## src/rtl/lcd_cmd_sequencer_if.sv

```systemverilog
// Host/downstream bundle for the LCD command sequencer: host write handshake plus
// the control/data words and strobe presented to the downstream LCD writer.
interface lcd_cmd_sequencer_if;
  logic        start;
  logic        cmd_rs;
  logic [7:0]  cmd_byte;
  logic        ready;
  logic        done;
  logic [31:0] instruction;
  logic [31:0] data;
  logic        en;

  modport master (
    output start, cmd_rs, cmd_byte,
    input  ready, done, instruction, data, en
  );

  modport slave (
    input  start, cmd_rs, cmd_byte,
    output ready, done, instruction, data, en
  );
endinterface

```

## src/rtl/lcd_cmd_sequencer.sv

```systemverilog
// HD44780-style LCD sequencer: power-on wait, fixed init table, then one host byte
// at a time, each followed by the controller's required settle time.
module lcd_cmd_sequencer #(
  parameter int unsigned T_POWERON = 750000,
  parameter int unsigned T_CMD     = 2500,
  parameter int unsigned T_CLEAR   = 82000
) (
  input logic                clk,
  input logic                reset_n,
  lcd_cmd_sequencer_if.slave bus
);

  localparam int unsigned MaxWait = (T_POWERON > T_CLEAR) ? T_POWERON : T_CLEAR;
  localparam int unsigned CntW    = $clog2(MaxWait + 1);

  typedef enum logic [2:0] {
    StPwrWait,
    StInitIssue,
    StInitWait,
    StIdle,
    StHostIssue,
    StHostWait
  } state_e;

  state_e          state_q, state_d;
  logic [CntW-1:0] cnt_q, cnt_d;
  logic [2:0]      idx_q, idx_d;
  logic            rs_q, rs_d;
  logic [7:0]      byte_q, byte_d;
  logic [CntW-1:0] wait_cur;

  function automatic logic [7:0] init_byte(input logic [2:0] idx);
    logic [7:0] b;
    case (idx)
      3'd0, 3'd1, 3'd2: b = 8'h38;
      3'd3:             b = 8'h0C;
      3'd4:             b = 8'h01;
      3'd5:             b = 8'h06;
      default:          b = 8'h00;
    endcase
    return b;
  endfunction

  // Clear and return-home need the long settle time; everything else is short.
  function automatic logic [CntW-1:0] wait_len(input logic rs, input logic [7:0] b);
    if (!rs && (b == 8'h01 || b == 8'h02)) return CntW'(T_CLEAR);
    return CntW'(T_CMD);
  endfunction

  assign wait_cur = wait_len(rs_q, byte_q);

  always_comb begin
    state_d = state_q;
    cnt_d   = cnt_q;
    idx_d   = idx_q;
    rs_d    = rs_q;
    byte_d  = byte_q;
    case (state_q)
      StPwrWait: begin
        if (cnt_q == CntW'(T_POWERON - 1)) begin
          state_d = StInitIssue;
          cnt_d   = '0;
          idx_d   = 3'd0;
          rs_d    = 1'b0;
          byte_d  = init_byte(3'd0);
        end else begin
          cnt_d = cnt_q + CntW'(1);
        end
      end
      StInitIssue: begin
        state_d = StInitWait;
        cnt_d   = '0;
      end
      StInitWait: begin
        // Exit one cycle early: the issue cycle makes en-to-en equal wait + 1.
        if (cnt_q == wait_cur - CntW'(1)) begin
          cnt_d = '0;
          if (idx_q == 3'd5) begin
            state_d = StIdle;
          end else begin
            state_d = StInitIssue;
            idx_d   = idx_q + 3'd1;
            rs_d    = 1'b0;
            byte_d  = init_byte(idx_q + 3'd1);
          end
        end else begin
          cnt_d = cnt_q + CntW'(1);
        end
      end
      StIdle: begin
        if (bus.start) begin
          state_d = StHostIssue;
          rs_d    = bus.cmd_rs;
          byte_d  = bus.cmd_byte;
        end
      end
      StHostIssue: begin
        state_d = StHostWait;
        cnt_d   = '0;
      end
      StHostWait: begin
        if (cnt_q == wait_cur) begin
          state_d = StIdle;
          cnt_d   = '0;
        end else begin
          cnt_d = cnt_q + CntW'(1);
        end
      end
      default: begin
        state_d = StPwrWait;
        cnt_d   = '0;
        idx_d   = 3'd0;
      end
    endcase
  end

  always_ff @(posedge clk or negedge reset_n) begin
    if (!reset_n) begin
      state_q <= StPwrWait;
      cnt_q   <= '0;
      idx_q   <= 3'd0;
      rs_q    <= 1'b0;
      byte_q  <= 8'h00;
    end else begin
      state_q <= state_d;
      cnt_q   <= cnt_d;
      idx_q   <= idx_d;
      rs_q    <= rs_d;
      byte_q  <= byte_d;
    end
  end

  assign bus.ready       = (state_q == StIdle);
  assign bus.en          = (state_q == StInitIssue) || (state_q == StHostIssue);
  assign bus.done        = (state_q == StHostWait) && (cnt_q == wait_cur);
  assign bus.instruction = {31'b0, rs_q};
  assign bus.data        = {24'b0, byte_q};

endmodule

```

## src/flat_wrapper.sv

```systemverilog
// flat-port wrapper written by rule: the top's interface ports become plain ports
module lcd_cmd_sequencer_flat 
#(
  parameter int unsigned T_POWERON = 750000,
  parameter int unsigned T_CMD     = 2500,
  parameter int unsigned T_CLEAR   = 82000
)
  (clk, reset_n, bus_start, bus_cmd_rs, bus_cmd_byte, bus_ready, bus_done, bus_instruction, bus_data, bus_en);
  lcd_cmd_sequencer_if bus_i ();
  input logic clk;
  input logic reset_n;
  input wire logic [$bits(bus_i.start)-1:0] bus_start;
  input wire logic [$bits(bus_i.cmd_rs)-1:0] bus_cmd_rs;
  input wire logic [$bits(bus_i.cmd_byte)-1:0] bus_cmd_byte;
  output wire logic [$bits(bus_i.ready)-1:0] bus_ready;
  output wire logic [$bits(bus_i.done)-1:0] bus_done;
  output wire logic [$bits(bus_i.instruction)-1:0] bus_instruction;
  output wire logic [$bits(bus_i.data)-1:0] bus_data;
  output wire logic [$bits(bus_i.en)-1:0] bus_en;
  assign bus_i.start = bus_start;
  assign bus_i.cmd_rs = bus_cmd_rs;
  assign bus_i.cmd_byte = bus_cmd_byte;
  assign bus_ready = bus_i.ready;
  assign bus_done = bus_i.done;
  assign bus_instruction = bus_i.instruction;
  assign bus_data = bus_i.data;
  assign bus_en = bus_i.en;
  lcd_cmd_sequencer #(.T_POWERON(T_POWERON), .T_CMD(T_CMD), .T_CLEAR(T_CLEAR)) u_core (.clk(clk), .reset_n(reset_n), .bus(bus_i));
endmodule
```

## config.mk

```make
export PLATFORM = sky130hd
export DESIGN_NAME = lcd_cmd_sequencer_flat
export DESIGN_NICKNAME = d
export VERILOG_FILES = /design/src/rtl/lcd_cmd_sequencer_if.sv /design/src/rtl/lcd_cmd_sequencer.sv /design/src/flat_wrapper.sv
export SDC_FILE = /design/constraint.sdc
export NUM_CORES = 1
export LEC_CHECK = 0
export ABC_AREA = 1
export BUFFER_PORTS_ARGS = -buffer_cell sky130_fd_sc_hd__buf_4
export CORE_MARGIN = 2
export CORE_UTILIZATION = 55
export DETAILED_ROUTE_END_ITERATION = 12
export PLACE_DENSITY = 0.94
export SLEW_MARGIN = 30
export SYNTH_ARGS = -nofsm -noshare
export SYNTH_HDL_FRONTEND = slang
export SYNTH_SLANG_ARGS = --single-unit
export TNS_END_PERCENT = 20
```

## constraint.sdc

```tcl
create_clock -name clk -period 3.25 [get_ports clk]
set_input_delay 0.1625 -clock clk [delete_from_list [all_inputs] [get_ports clk]]
set_output_delay 0.1625 -clock clk [all_outputs]
set_load 0.02 [all_outputs]
```

## Word level (Yosys, flattened, before mapping)

Index checks and enable logic that the tools add are counted.

- Flip-flop bits (word level): 35
- Word-level logic and storage cells: 71
- Input port bits: 12
- Output and inout bits: 67

- Reductions and logical operators: 13
- Equality and inequality tests: 21
- Bitwise gates (word level): 1
- $add $sub $neg: 3
- Multiplexer cells: 28

Operator list:

| kind | number |
|---|---|
| 20-bit two-way mux | 5 |
| 20-bit one-hot mux with 4 select lines | 1 |
| 20-bit == test | 2 |
| 8-bit two-way mux | 4 |
| 6-bit one-hot mux with 4 select lines | 1 |
| 8-bit one-hot mux with 3 select lines | 1 |
| 3-bit two-way mux | 7 |
| 20-bit by 1-bit adder with 20-bit output (second input constant) | 1 |
| 20-bit == test (second input constant) | 1 |
| 20-bit by 1-bit subtractor with 20-bit output (second input constant) | 1 |
| 3-bit one-hot mux with 6 select lines | 1 |
| 3-bit == test (second input constant) | 5 |
| 3-bit by 2-bit == test with 1-bit output (second input constant) | 4 |
| 3-bit one-hot mux with 3 select lines | 1 |
| 8-bit by 1-bit == test with 1-bit output (second input constant) | 1 |
| 8-bit by 2-bit == test with 1-bit output (second input constant) | 1 |
| 4-bit AND reduction | 2 |
| 3-bit by 1-bit == test with 1-bit output (second input constant) | 2 |
| 3-bit zero test | 2 |
| 2-bit by 1-bit inequality test with 1-bit output (second input constant) | 3 |
| 1-bit two-way mux | 5 |
| 5-bit AND reduction | 1 |
| 2-bit inequality test (second input constant) | 2 |
| 4-bit OR reduction | 1 |
| other kinds (9) | 11 |

## Depth between registers and ports, before layout

- Depth after elaboration: 9
- Gate-level depth with buffers: 14
- Gate-level depth less buffers: 13

## Least setup slack after synthesis

OpenSTA, ideal clock, no wires.

- Kind: reg2out
- From: register u_core.byte_q[0]
- To: output bus_done
- Setup slack: 1310 ps
- Arrival: 1778 ps
- Cell stages (with the launch flop): 11
- Required time: 3087 ps
- Buffers on the path: 0
- Cell sequence: dfrtp_1 -> inv_1 -> nand2_1 -> nand2_2 -> nor2_4 -> nand3_1 -> nand2_1 -> nand2_1 -> nor2_2 -> nand2_1 -> nor4_1

- Cells in the longest elaborated chain, start to end: 7
- Elaborated cells on any way between the ends: 8
- Classes of those cells: eq/ne (3); mux (2); reduce/logical (3)

RTL lines:

| what | RTL line | RTL |
|---|---|---|
| start, declared | lcd_cmd_sequencer.sv:29 | `logic [7:0] byte_q, byte_d;` |
| start signal, assigned | lcd_cmd_sequencer.sv:129 | `byte_q <= byte_d;` |
| 8-bit by 1-bit == test with 1-bit output or 8-bit by 2-bit == test with 1-bit output (tied branches) | lcd_cmd_sequencer.sv:46 | `if (!rs && (b == 8'h01 \|\| b == 8'h02)) return CntW'(T_CLEAR);` |
| 1-bit logical OR * | lcd_cmd_sequencer.sv:46 |  |
| 1-bit logical AND * | lcd_cmd_sequencer.sv:46 |  |
| 1-bit two-way mux * | lcd_cmd_sequencer.sv:46 |  |
| 20-bit two-way mux * | lcd_cmd_sequencer.sv:47 | `return CntW'(T_CMD);` |
| 20-bit == test * | lcd_cmd_sequencer.sv:135 | `assign bus.done = (state_q == StHostWait) && (cnt_q == wait_cur);` |
| 1-bit logical AND * | lcd_cmd_sequencer.sv:135 |  |
| end, declared | flat_wrapper.sv:16 | `output wire logic [$bits(bus_i.done)-1:0] bus_done;` |

Every way passes the cells marked *; elsewhere a longest branch is shown, timed or not.

## Worst setup path in the final report

- From: register u_core.cnt_q[0]
- To: register u_core.byte_q[3]

- Cells in the longest elaborated chain, start to end: 3
- Elaborated cells on any way between the ends: 5
- Classes of those cells: eq/ne (4); reduce/logical (1)

RTL lines:

| what | RTL line | RTL |
|---|---|---|
| start, declared | lcd_cmd_sequencer.sv:26 | `logic [CntW-1:0] cnt_q, cnt_d;` |
| start signal, assigned | lcd_cmd_sequencer.sv:126 | `cnt_q <= cnt_d;` |
| 20-bit == test (on tied branches) | lcd_cmd_sequencer.sv:76, lcd_cmd_sequencer.sv:60 |  |
| 2-bit by 1-bit inequality test with 1-bit output (no line) | n/a |  |
| 5-bit AND reduction (no line) * | n/a |  |

Marked as above.
A chain may end at the register's enable or synchronous reset.

==> metrics.yaml <==
run_status:
  status: "complete, no violations"
timing:
  period_share_pct: 67.6
  max_freq_ghz: 0.455
  setup_tns_ns: 0
  finalCriticalPeriod_ns: 2.20
  whs_ns: 0.132
  timing.final.ws_setup_ns: 1.05
  maxSlewHeadroom_pct: 56.7
  drv_slew: 0
  worst_pin_slew_ns: 0.633
  worst_clock_skew_ns: 0.00499
  rsz0062_at_grt: "no"
  finalSetupViolCount: 0
  finalHoldViolCount: 0
grt:
  grtUsageTotal_pct: 19.4
  antenna_found_initial: 0
  grt_max_degree: 36
  grt_pass1_wl_mm: 9.40
  grt_pass1_vias: 2161
  grt.overflow.total: 0
synth:
  yosys_warnings: 0
  ys_types: 39
  syn-mean-instance-area_um2: 7.30
  synth_largest_area_cell: "dfrtp_1"
  ys_ff_latch: 35
  yosysSeqAreaShare_pct: 29.8
  synthArstFlopShare_pct: 100
  synth_area_mm2: 0.00294
  synthTopCellsByArea: "dfrtp_1, buf_4, nand2_1"
  syn_inst: 403
  synth-edff-count: 0
  synth_flop_cell: "dfrtp_1"
  synth_top_area_share_pct: 29.8
finish:
  nNetsFinal: 443
  drive_gt1_share_pct: 15.8
  layout_commonest_cell: "nand2_1"
  final_util_pct: 59.6
  layout_common_cells: "nand2_1, conb_1, inv_1"
  diodes: 0
  synthToLayoutAreaGrowth_pct: 4.13
routing:
  drc: 0
  wl_per_cell_um: 11.5
  met2_length_mm: 2.90
  vias: 2388
  ant_nets: 0
  routed_via_density: 4.83
  finalWirelength_mm: 5.67
  top_layer: "met4"
  wl_met1_mm: 2.45
  detail_route.first_pass.iterations: 4
  wl_met3_um: 252
  dr.first_iter.drc_count: 154
critical_path:
  cp.depth: 12
  end_kind: "register"
  crit_required_ns: 3.42
  startpoint_type: "register"
  crit_buf_inv: 2
  crit_arrival_ns: 2.37
  cp_slowest_cell: "dfrtp_1"
  cp_top_family: "simple AND/OR/NAND/NOR gates"
  critPathMaxFanout: 18
  critical-path-max-stage-delay_ns: 0.49
  path_cells: "ha_1, nand2_4, nor2_4, inv_2, nor2_1, nand4_1, nand2_2, inv_2, a21oi_2, nand3_4, nand2_1, o21ai_2"
  crit_type: "reg -> reg"
  reg2reg_depth: 12
  path_common_cell: "inv_2"
clocking:
  cts_tree: "built"
  clk_latency_ns: 0.30
  cts_buffers: 5
  clockBufferDepth: 2
  cts.sinks: 35
  post_cts_buffers: 0
  clk_pin_slew_ns: 0.08
  htreeDepth: 2
  clock-root-buffer: "clkbuf_8"
floorplanning:
  pin_count: 79
  die_h_um: 77.1
  start_util_pct: 57.2
  dieArea_mm2: 0.00595
  core_mm2: 0.00514
  std_cell_rows: 26
  dieWidth_um: 77.1
placed_design:
  gp_congestion: 0.920
  dpl.hpwl_mm: 4.42
  dpl_worst_slack_ns: 1.08
  io_buffers: 23
power_and_ir_drop:
  p_leak_uw: 0.00160
  p_per_area_mw_per_mm2: 725
  ir_worst_vdd_mv: 0.575
  power_uw: 2220
job:
  cap_viol_max_count: 0
worst_hold_path:
  hold_class: "in -> reg"
  worstHoldPathCells: 3
## worst paths after layout
path | startpoint | endpoint | slack [ns]
max | u_core.cnt_q[0] | u_core.byte_q[3] | 1.05
min | bus_cmd_byte[7] | u_core.byte_q[7] | 0.13
max reg2reg | u_core.cnt_q[0] | u_core.byte_q[3] | 1.05
min reg2reg | u_core.byte_q[6] | u_core.byte_q[6] | 0.55
max in group asynchronous | reset_n | u_core.byte_q[7] | 2.57
min in group asynchronous | reset_n | u_core.idx_q[2] | 0.38
## metal layers
layer,vias to the layer above,track usage (%)
met4,0,7.32
met3,10,3.41
met2,64,34.3
met1,1116,23.5
li1,1198,-
met5,-,0
## cell type report
type                       instances  area (um2)
timing repair buffer              25         190
fill                             471        2080
tap                               70        87.6
inverter                          53         199
sequential                        35         876
clock buffer                       5        68.8
clock inverter                     3        67.6
multi-input combinational        303        1570
## Yosys cell counts, types with 4 or more instances
| library cell | number |
|---|---|
| nand2_1 | 84 |
| buf_4 | 57 |
| inv_1 | 49 |
| dfrtp_1 | 35 |
| nor2_1 | 33 |
| nand3_1 | 20 |
| o21ai_0 | 20 |
| xor2_1 | 11 |
| o21ai_2 | 9 |
| a21oi_1 | 8 |
| ha_1 | 8 |
| nand4_1 | 8 |
| nor3_1 | 7 |
| nand2_2 | 5 |
| nor2_2 | 5 |
| a21o_1 | 4 |
| buf_6 | 4 |
| inv_2 | 4 |
## registers in the layout, summed over array words and instances (netlist names)
| signal | cells |
|---|---|
| u_core.cnt_q | 20 |
| u_core.byte_q | 8 |
| u_core.idx_q | 3 |
| u_core.state_q | 3 |
| u_core.rs_q | 1 |
## tightest hold or removal path: stages
cell,delay (ns)
buf_4,0.10
nand2_1,0.07
o21ai_2,0.05
## power breakdown
group	leakage, uW	switching (uW)	internal, uW
registers	0.000473	123	532
logic	0.00107	748	343
clock network	0.0000644	168	306
## logic make-up after synthesis
logic type | after synthesis | synth area share [%]
AO/OA/AOI/OAI | 51 | 11.0
XOR/XNOR | 11 | 3.28
adder cells (fa/ha/maj) | 8 | 3.40
buffers and inverters | 119 | 23.6
flip-flops | 35 | 29.8
other | 1 | 0.127
AND/OR/NAND/NOR | 178 | 28.8
## through the flow
stage | cell area (um2) | std cells
global route | 3060 | 494
floorplan | 3140 | 457
global placement | 2920 | 485
finish | 3060 | 494
detailed placement | 2920 | 485
CTS | 3060 | 494
## what timing repair did
item                      4_1_cts  5_1_grt
hold endpoints to repair       35        0
gates resized for setup         0        0
hold buffers                    1        0
Power figures use the tool's default switching activity.
